[config.mk]
export PLATFORM = sky130hd
export DESIGN_NAME = load_store_unit_flat
export DESIGN_NICKNAME = d
export VERILOG_FILES = /design/src/rtl/lsu_pkg.sv /design/src/rtl/load_store_unit_if.sv /design/src/rtl/lsu_align.sv /design/src/rtl/load_store_unit.sv /design/src/flat_wrapper.sv
export SDC_FILE = /design/constraint.sdc
export NUM_CORES = 1
export LEC_CHECK = 0
export CORE_ASPECT_RATIO = 1.1
export CORE_MARGIN = 1.5
export CORE_UTILIZATION = 46
export CTS_BUF_LIST = sky130_fd_sc_hd__clkbuf_16
export DETAILED_ROUTE_END_ITERATION = 8
export MAX_ROUTING_LAYER = met4
export PLACE_DENSITY = 0.81
export SLEW_MARGIN = 20
export SYNTH_ARGS = -nofsm -noshare
export SYNTH_HDL_FRONTEND = slang
export SYNTH_SLANG_ARGS = --single-unit
[constraint.sdc]
create_clock -name clk -period 2.3 [get_ports clk]
set_clock_uncertainty 0.05 [all_clocks]
set_input_delay 0.575 -clock clk [delete_from_list [all_inputs] [get_ports clk]]
set_output_delay 0.575 -clock clk [all_outputs]
set_load 0.02 [all_outputs]
[src/rtl/lsu_pkg.sv]
// Shared definitions for the load/store unit: RV32I size codes, FSM states
// and small helpers for lane selection and request classification.
package lsu_pkg;

    localparam logic [2:0] F3_B  = 3'b000;
    localparam logic [2:0] F3_H  = 3'b001;
    localparam logic [2:0] F3_W  = 3'b010;
    localparam logic [2:0] F3_BU = 3'b100;
    localparam logic [2:0] F3_HU = 3'b101;

    typedef enum logic [1:0] {
        ST_IDLE   = 2'd0,
        ST_ACCESS = 2'd1,
        ST_RMW_WR = 2'd2,
        ST_RESP   = 2'd3
    } lsu_state_e;

    function automatic logic [4:0] byte_shift(input logic [1:0] addr_lo);
        return {addr_lo, 3'b000};
    endfunction

    function automatic logic [4:0] half_shift(input logic [1:0] addr_lo);
        return {addr_lo[1], 4'b0000};
    endfunction

    function automatic logic f3_legal(input logic we, input logic [2:0] f3);
        if (we) begin
            return (f3 == F3_B) || (f3 == F3_H) || (f3 == F3_W);
        end
        return (f3 == F3_B) || (f3 == F3_H) || (f3 == F3_W) ||
               (f3 == F3_BU) || (f3 == F3_HU);
    endfunction

    // Size comes from funct3[1:0], so illegal codes can also report misalignment.
    function automatic logic f3_misaligned(input logic [2:0] f3, input logic [1:0] addr_lo);
        case (f3[1:0])
            2'b01:   return addr_lo[0];
            2'b10:   return addr_lo != 2'b00;
            default: return 1'b0;
        endcase
    endfunction

    function automatic logic [1:0] force_align(input logic [2:0] f3, input logic [1:0] addr_lo);
        case (f3[1:0])
            2'b01:   return {addr_lo[1], 1'b0};
            2'b10:   return 2'b00;
            default: return addr_lo;
        endcase
    endfunction

endpackage

[src/rtl/load_store_unit_if.sv]
// Request/response handshake plus the word-wide data_mem port of the LSU.
interface load_store_unit_if #(
    parameter int unsigned ADDR_W = 32
);

    logic              req_valid;
    logic              req_ready;
    logic              req_we;
    logic [2:0]        req_funct3;
    logic [ADDR_W-1:0] req_addr;
    logic [31:0]       req_wdata;

    logic              resp_valid;
    logic [31:0]       resp_rdata;
    logic              resp_misaligned;
    logic              resp_illegal;

    logic              mem_we;
    logic [ADDR_W-1:0] mem_addr;
    logic [31:0]       mem_wdata;
    logic [31:0]       mem_rdata;

    modport master (
        output req_valid, req_we, req_funct3, req_addr, req_wdata, mem_rdata,
        input  req_ready, resp_valid, resp_rdata, resp_misaligned, resp_illegal,
        input  mem_we, mem_addr, mem_wdata
    );

    modport slave (
        input  req_valid, req_we, req_funct3, req_addr, req_wdata, mem_rdata,
        output req_ready, resp_valid, resp_rdata, resp_misaligned, resp_illegal,
        output mem_we, mem_addr, mem_wdata
    );

endinterface

[src/rtl/lsu_align.sv]
// Combinational lane logic: load extract with sign/zero extension, and
// byte/half merge of new store data into an existing memory word.
module lsu_align
    import lsu_pkg::*;
(
    input  logic [31:0] rdata,
    input  logic [31:0] old_word,
    input  logic [31:0] new_data,
    input  logic [1:0]  addr_lo,
    input  logic [2:0]  funct3,
    output logic [31:0] load_data,
    output logic [31:0] merged
);

    logic [7:0]  lane_b;
    logic [15:0] lane_h;
    logic [31:0] lane_mask;
    logic [31:0] lane_data;

    always_comb begin
        lane_b = rdata[byte_shift(addr_lo) +: 8];
        lane_h = rdata[half_shift(addr_lo) +: 16];

        case (funct3)
            F3_B:    load_data = {{24{lane_b[7]}}, lane_b};
            F3_BU:   load_data = {24'b0, lane_b};
            F3_H:    load_data = {{16{lane_h[15]}}, lane_h};
            F3_HU:   load_data = {16'b0, lane_h};
            F3_W:    load_data = rdata;
            default: load_data = '0;
        endcase

        case (funct3[1:0])
            2'b00: begin
                lane_mask = 32'h0000_00ff << byte_shift(addr_lo);
                lane_data = {24'b0, new_data[7:0]} << byte_shift(addr_lo);
            end
            2'b01: begin
                lane_mask = 32'h0000_ffff << half_shift(addr_lo);
                lane_data = {16'b0, new_data[15:0]} << half_shift(addr_lo);
            end
            default: begin
                lane_mask = '1;
                lane_data = new_data;
            end
        endcase

        merged = (old_word & ~lane_mask) | (lane_data & lane_mask);
    end

endmodule

[src/rtl/load_store_unit.sv]
// Single-request load/store unit in front of data_mem. Sub-word stores are
// done as read-modify-write since data_mem only has a word write enable.
module load_store_unit
    import lsu_pkg::*;
#(
    parameter int unsigned ADDR_W      = 32,
    parameter bit          ALIGN_CHECK = 1'b1
) (
    input  logic             clk,
    input  logic             rst,
    load_store_unit_if.slave bus
);

    lsu_state_e        state_q, state_d;
    logic              we_q, we_d;
    logic [2:0]        funct3_q, funct3_d;
    logic [ADDR_W-1:0] addr_q, addr_d;
    logic [31:0]       wdata_q, wdata_d;
    logic [31:0]       merge_q, merge_d;
    logic [31:0]       rdata_q, rdata_d;
    logic              resp_valid_q, resp_valid_d;
    logic              mis_q, mis_d;
    logic              ill_q, ill_d;

    logic              req_ill;
    logic              req_mis;
    logic [1:0]        req_lo;
    logic [31:0]       load_ext;
    logic [31:0]       store_merged;

    lsu_align u_align (
        .rdata     (bus.mem_rdata),
        .old_word  (merge_q),
        .new_data  (wdata_q),
        .addr_lo   (addr_q[1:0]),
        .funct3    (funct3_q),
        .load_data (load_ext),
        .merged    (store_merged)
    );

    always_comb begin
        req_ill = ~f3_legal(bus.req_we, bus.req_funct3);
        req_mis = ALIGN_CHECK & f3_misaligned(bus.req_funct3, bus.req_addr[1:0]);
        req_lo  = ALIGN_CHECK ? bus.req_addr[1:0]
                              : force_align(bus.req_funct3, bus.req_addr[1:0]);

        state_d      = state_q;
        we_d         = we_q;
        funct3_d     = funct3_q;
        addr_d       = addr_q;
        wdata_d      = wdata_q;
        merge_d      = merge_q;
        rdata_d      = '0;
        resp_valid_d = 1'b0;
        mis_d        = 1'b0;
        ill_d        = 1'b0;

        case (state_q)
            ST_IDLE: begin
                if (bus.req_valid) begin
                    we_d     = bus.req_we;
                    funct3_d = bus.req_funct3;
                    addr_d   = {bus.req_addr[ADDR_W-1:2], req_lo};
                    wdata_d  = bus.req_wdata;
                    if (req_ill || req_mis) begin
                        state_d      = ST_RESP;
                        resp_valid_d = 1'b1;
                        ill_d        = req_ill;
                        mis_d        = req_mis;
                    end else begin
                        state_d = ST_ACCESS;
                    end
                end
            end
            ST_ACCESS: begin
                if (!we_q) begin
                    rdata_d      = load_ext;
                    state_d      = ST_RESP;
                    resp_valid_d = 1'b1;
                end else if (funct3_q == F3_W) begin
                    state_d      = ST_RESP;
                    resp_valid_d = 1'b1;
                end else begin
                    merge_d = bus.mem_rdata;
                    state_d = ST_RMW_WR;
                end
            end
            ST_RMW_WR: begin
                state_d      = ST_RESP;
                resp_valid_d = 1'b1;
            end
            ST_RESP: begin
                state_d = ST_IDLE;
            end
            default: begin
                state_d = ST_IDLE;
            end
        endcase
    end

    always_ff @(posedge clk) begin
        if (rst) begin
            state_q      <= ST_IDLE;
            we_q         <= 1'b0;
            funct3_q     <= '0;
            addr_q       <= '0;
            wdata_q      <= '0;
            merge_q      <= '0;
            rdata_q      <= '0;
            resp_valid_q <= 1'b0;
            mis_q        <= 1'b0;
            ill_q        <= 1'b0;
        end else begin
            state_q      <= state_d;
            we_q         <= we_d;
            funct3_q     <= funct3_d;
            addr_q       <= addr_d;
            wdata_q      <= wdata_d;
            merge_q      <= merge_d;
            rdata_q      <= rdata_d;
            resp_valid_q <= resp_valid_d;
            mis_q        <= mis_d;
            ill_q        <= ill_d;
        end
    end

    assign bus.req_ready       = (state_q == ST_IDLE);
    assign bus.resp_valid      = resp_valid_q;
    assign bus.resp_rdata      = rdata_q;
    assign bus.resp_misaligned = mis_q;
    assign bus.resp_illegal    = ill_q;

    // Write enable is decoded from state but masked by rst so a reset cycle never writes.
    assign bus.mem_we    = ~rst & (((state_q == ST_ACCESS) & we_q & (funct3_q == F3_W)) |
                                   (state_q == ST_RMW_WR));
    assign bus.mem_addr  = {addr_q[ADDR_W-1:2], 2'b00};
    assign bus.mem_wdata = (state_q == ST_RMW_WR) ? store_merged : wdata_q;

endmodule

[src/flat_wrapper.sv]
// flat-port wrapper written by rule: the top's interface ports become plain ports
module load_store_unit_flat import lsu_pkg::*;
#(
    parameter int unsigned ADDR_W      = 32,
    parameter bit          ALIGN_CHECK = 1'b1
)
  (clk, rst, bus_req_valid, bus_req_we, bus_req_funct3, bus_req_addr, bus_req_wdata, bus_mem_rdata, bus_req_ready, bus_resp_valid, bus_resp_rdata, bus_resp_misaligned, bus_resp_illegal, bus_mem_we, bus_mem_addr, bus_mem_wdata);
  load_store_unit_if #(.ADDR_W(ADDR_W)) bus_i ();
  input  logic clk;
  input  logic rst;
  input wire logic [$bits(bus_i.req_valid)-1:0] bus_req_valid;
  input wire logic [$bits(bus_i.req_we)-1:0] bus_req_we;
  input wire logic [$bits(bus_i.req_funct3)-1:0] bus_req_funct3;
  input wire logic [$bits(bus_i.req_addr)-1:0] bus_req_addr;
  input wire logic [$bits(bus_i.req_wdata)-1:0] bus_req_wdata;
  input wire logic [$bits(bus_i.mem_rdata)-1:0] bus_mem_rdata;
  output wire logic [$bits(bus_i.req_ready)-1:0] bus_req_ready;
  output wire logic [$bits(bus_i.resp_valid)-1:0] bus_resp_valid;
  output wire logic [$bits(bus_i.resp_rdata)-1:0] bus_resp_rdata;
  output wire logic [$bits(bus_i.resp_misaligned)-1:0] bus_resp_misaligned;
  output wire logic [$bits(bus_i.resp_illegal)-1:0] bus_resp_illegal;
  output wire logic [$bits(bus_i.mem_we)-1:0] bus_mem_we;
  output wire logic [$bits(bus_i.mem_addr)-1:0] bus_mem_addr;
  output wire logic [$bits(bus_i.mem_wdata)-1:0] bus_mem_wdata;
  assign bus_i.req_valid = bus_req_valid;
  assign bus_i.req_we = bus_req_we;
  assign bus_i.req_funct3 = bus_req_funct3;
  assign bus_i.req_addr = bus_req_addr;
  assign bus_i.req_wdata = bus_req_wdata;
  assign bus_i.mem_rdata = bus_mem_rdata;
  assign bus_req_ready = bus_i.req_ready;
  assign bus_resp_valid = bus_i.resp_valid;
  assign bus_resp_rdata = bus_i.resp_rdata;
  assign bus_resp_misaligned = bus_i.resp_misaligned;
  assign bus_resp_illegal = bus_i.resp_illegal;
  assign bus_mem_we = bus_i.mem_we;
  assign bus_mem_addr = bus_i.mem_addr;
  assign bus_mem_wdata = bus_i.mem_wdata;
  load_store_unit #(.ADDR_W(ADDR_W), .ALIGN_CHECK(ALIGN_CHECK)) u_core (.clk(clk), .rst(rst), .bus(bus_i));
endmodule
After elaboration in Yosys (flattened, before gate mapping):

Cells that the tools add are included.

* flip-flop bits (word level): 137
* output and inout bits: 101
* input bits: 103

* shift operators: 6
* eq/ne operators: 15
* reductions and logical operators: 14
* muxes and demuxes: 18
* bitwise gates (word level): 15

Operators with widths (count)
* $pmux 32 s5: 1
* $pmux 32 s2: 2
* $and 32x32->32: 2
* $mux 32: 1
* $not 32->32: 1
* $or 32x32->32: 1
* $shiftx 32x6->16: 1
* $shiftx 32x6->8: 1
* $shl 16x5->32: 1
* $shl 16x5->32 const A: 1
* $shl 8x5->32: 1
* $shl 8x5->32 const A: 1
* $eq 3x3->1 const B: 4
* $mux 1: 8
* $pmux 2 s4: 1
* $not 1->1: 7
* $eq 2x1->1 const B: 3
* $eq 2x2->1 const B: 3
* $eq 3x1->1 const B: 2
* $eq 3x2->1 const B: 2
* $logic_not 3->1: 2
* $mux 2: 3
* $logic_or 1x1->1: 5
* $logic_not 2->1: 2
* other kinds (10): 12

Logic depth before layout (Yosys ltp):

* depth in word-level cells: 11
* gate-level depth with buffers: 8

Hierarchy:

A second synthesis with hierarchy kept.

* cells, all modules: 850
* area, all modules: 7103.1 µm²

Modules (own cells, without submodules)
* load_store_unit: area an instance 5406.4 µm², cells an instance 623, instances 1
* lsu_align: area an instance 1696.6 µm², cells an instance 227, instances 1

Worst setup path after synthesis:

No wires, ideal clock.

* path kind: reg-to-output
* start: register u_core.state_q[0]
* end: output bus_mem_wdata[28]
* data required time: 1675 ps
* path buffers: 2
* arrival: 1678 ps
* slack: -3 ps
* stages on the path, launching flop included: 8
* path through: dfxtp_1 -> inv_1 -> ha_1 -> clkbuf_1 -> nand2_1 -> clkbuf_1 -> a222oi_1 -> nor2_1

* longest elaborated chain between the ends: 2

Ends and longest elaborated chain
* start, declared: line load_store_unit.sv:14 `lsu_state_e state_q, state_d;`
* start signal, assigned: line load_store_unit.sv:114 `state_q <= state_d;`
* $eq 2x2->1: line load_store_unit.sv:137 `assign bus.mem_wdata = (state_q == ST_RMW_WR) ? store_merged : wdata_q;`
* $mux 32: line load_store_unit.sv:137
* end, declared: line flat_wrapper.sv:24 `output wire logic [$bits(bus_i.mem_wdata)-1:0] bus_mem_wdata;`

No other way between the ends.

Worst setup path after layout:

* start: register u_core.state_q[0]
* end: output bus_mem_wdata[24]

The elaborated chain is that of the path after synthesis.

==> key figures <==
Hold path
  – Hold Crit Class: input port to register

Power and ir drop
  – Sequential power share: 30.5%
  – Total power: 9938 uW
  – Leakage: 0.003707 uW
  – Combinational share of power: 42.8%
  – Sw frac: 36.11%
  – Clock Power Share: 26.7%
  – Net Switching: 3588 uW
  – P per Cell Area: 1072 mW/mm^2
  – P_int: 6350 uW
  – Peak supply drop: 675.5 uV

Critical path
  – Worst Setup Start Kind: register
  – Crit-path max FO: 4
  – WP data arrival: 1.90 ns
  – Worst Setup Path Type: register to output pin
  – Worst path required time: 1.67 ns
  – Crit. End Element: output pin

Floorplan
  – Core area: 0.01275 mm^2
  – Die H: 123.4 um
  – FP Rows: 43
  – Die ar.: 0.01387 mm^2
  – # IOs: 204
  – Die width: 112.4 um
  – Initial Util: 47.53%

Synthesis
  – Total of warnings raised by yosys: 0
  – FFs w/ async S/R, synth: 0%
  – Syn Inst Count: 742
  – Mux cell area share after synthesis: 2.973%
  – Syn avg cell area: 8.168 um^2
  – Top_reg_cell synth: dfxtp_1
  – XOR/XNOR Fraction of Synth Area: 0%
  – Netlist cell types: 44
  – Sequential element share of the synthesized area: 45.25%
  – Main combinational cell family by area after synthesis: compound AO/OA/AOI/OAI gates
  – Complex-gate fraction of the synthesized area: 23.60%
  – Post-synth EDFFs: 0
  – Yosys top cell area share: 45.25%
  – Synth cell count leaders: nand2_1, dfxtp_1, a21oi_1
  – Count leader, synth: nand2_1
  – Synth area leaders: dfxtp_1, nand2_1, a21oi_1
  – Post-Synth Adder-Cell Area: 1.445%
  – Synth area leader: dfxtp_1
  – Simple-gate share of the synthesized area: 17.46%
  – Synthesized flop and latch total: 137
  – Synthesized area: 0.006061 mm^2

Clock tree
  – Max H-tree Level: 4
  – CTS tree: built
  – Inserted Clock Buffers: 17
  – CTS max path bufs: 2
  – CTS root buf: clkbuf_16
  – Sink Count: 137
  – Post-CTS Hold Buffers: 0
  – Clock-pin slew on the worst setup and hold paths: 0.05 ns
  – Clk_lat worst skew: 0.42 ns

STA
  – Fmax: 0.3955 GHz
  – Tmin final: 2.529 ns
  – Slew Limit Fails: 0
  – Final setup fails: 33
  – Hold Fails Final Rpt: 0
  – Final WS setup: -0.2286 ns
  – RSZ-0062 raised after global routing: yes
  – Worst slew pin tran: 0.6093 ns
  – Setup_tns: -3.471 ns
  – Max-slew headroom: 59.38%
  – Final worst path period share: 109.9%

Detailed routing
  – DR vias/cell: 5.608
  – 1st-pass router iterations: 9
  – Met2 WL post-DR: 9974 um
  – DRT antenna net count: 0
  – Routed wl met3: 1801 um
  – Routed len/inst: 18.45 um
  – Routed WL: 20,660 um
  – Top Layer Used: met4
  – 1st-iter DRT viols: 690
  – WL met1: 7904 um
  – DRC: 11
  – Total number of vias: 6,281

Layout
  – Antenna diodes: 0
  – Layout cell share with drive strength beyond 1: 21.60%
  – Fin area: 0.009269 mm^2
  – Number of nets in the layout: 1,060
  – Layout area overhead: 52.93%

Place
  – HPWL Detailed: 14,010 um
  – Setup WS pre-CTS: -0.2810 ns
  – Placer Congestion: 0.9465
  – Dpl cell area: 0.008232 mm^2
  – I/O Buffers: 201

Global routing
  – Total track usage: 29.69%
  – First-pass GRT wire length: 30,660 um
  – Initial antenna violation count: 0
  – Gr ovfl total: 0
  – Largest net degree at the start of global routing: 59
  – Number of global-route vias before repair: 6,028

Status
  – Failing checks: DRC, setup timing
  – Outcome: finished with violations

Run
  – Max_cap viols: 0
worst max-delay path, cell delays in order, from the launching register on:
cell and delay [ns]:
dfxtp_2 0.32, inv_2 0.08, ha_4 0.16, nand2_4 0.07, buf_4 0.15, a222oi_1 0.43, nor2_2 0.12, buf_6 0.15
worst paths after layout:
path,cells after the start,end,startpoint,slack [ns]
max,7,bus_mem_wdata[24],u_core.state_q[0],-0.23
min,2,u_core.merge_q[31],rst,0.30
max reg2reg,7,u_core.merge_q[24],u_core.funct3_q[1],0.15
min reg2reg,2,u_core.addr_q[7],u_core.addr_q[7],0.40
flip-flops by register name, summed over array words and instances (netlist names), 2 cells and up:
register	count
u_core.merge_q	32
u_core.state_q	2
u_core.addr_q	32
u_core.bus.resp_rdata	32
u_core.funct3_q	3
u_core.wdata_q	32
layer usage:
metal / track usage, % / vias up
li1: - / 2931
met1: 34.28 / 2893
met2: 48.08 / 359
met3: 7.451 / 98
met4: 15.82 / 0
met5: - / -
logic make-up after synthesis:
kind of cell	after synthesis
other cells	1
mux	17
fa+ha+maj	7
simple gates	261
buf+inv	97
compound gates	222
flops	137
layout make-up:
type | count | area, um^2
Fill cell | 928 | 3482
Multi-Input combinational cell | 509 | 3055
Sequential cell | 137 | 2755
Timing Repair Buffer | 275 | 2654
Clock buffer | 17 | 425.4
Tap cell | 157 | 196.4
Clock inverter | 15 | 142.6
Inverter | 10 | 40.04
repair_timing:
item	CTS	global route
pin swaps	23	32
setup buffers	11	8
resized for setup	231	70
setup endpoints to repair	34	34
stage by stage:
step                      std cells  hold WS, ns  util (%)
after global placement         1072       0.3902     64.56
after floorplan                 743       0.3838         -
after global routing           1120       0.2992     72.69
after CTS                      1115       0.2903     70.59
after detailed placement       1072       0.3956     64.56
final                          1120       0.3049     72.69
power groups by stage:
stage,Combinational (uW),Sequential (uW),Clock [uW]
after floorplan,2030,3070,0
after global placement,3660,3010,0
after detailed placement,3690,3020,0
after CTS,3920,3000,2680
after global routing,4530,3060,2800
final,4250,3030,2650
cell usage in the layout (no fill, tap or decap), types with 7 or more instances in the layout:
master,netlist,routed
clkbuf_16,0,17
a222oi_1,9,9
a21o_1,18,18
nor2_2,1,7
nand2_1,216,204
mux2i_1,9,9
a22o_1,23,23
clkdlybuf4s50_1,0,166
o2bb2ai_1,7,7
nor2_1,15,9
dfxtp_1,137,131
a21oi_1,109,108
inv_1,10,11
o21ai_2,2,8
a22oi_1,15,10
buf_4,34,63
o21ai_0,18,7
buf_6,7,39
No activity file was read; power rests on OpenSTA's default activity.
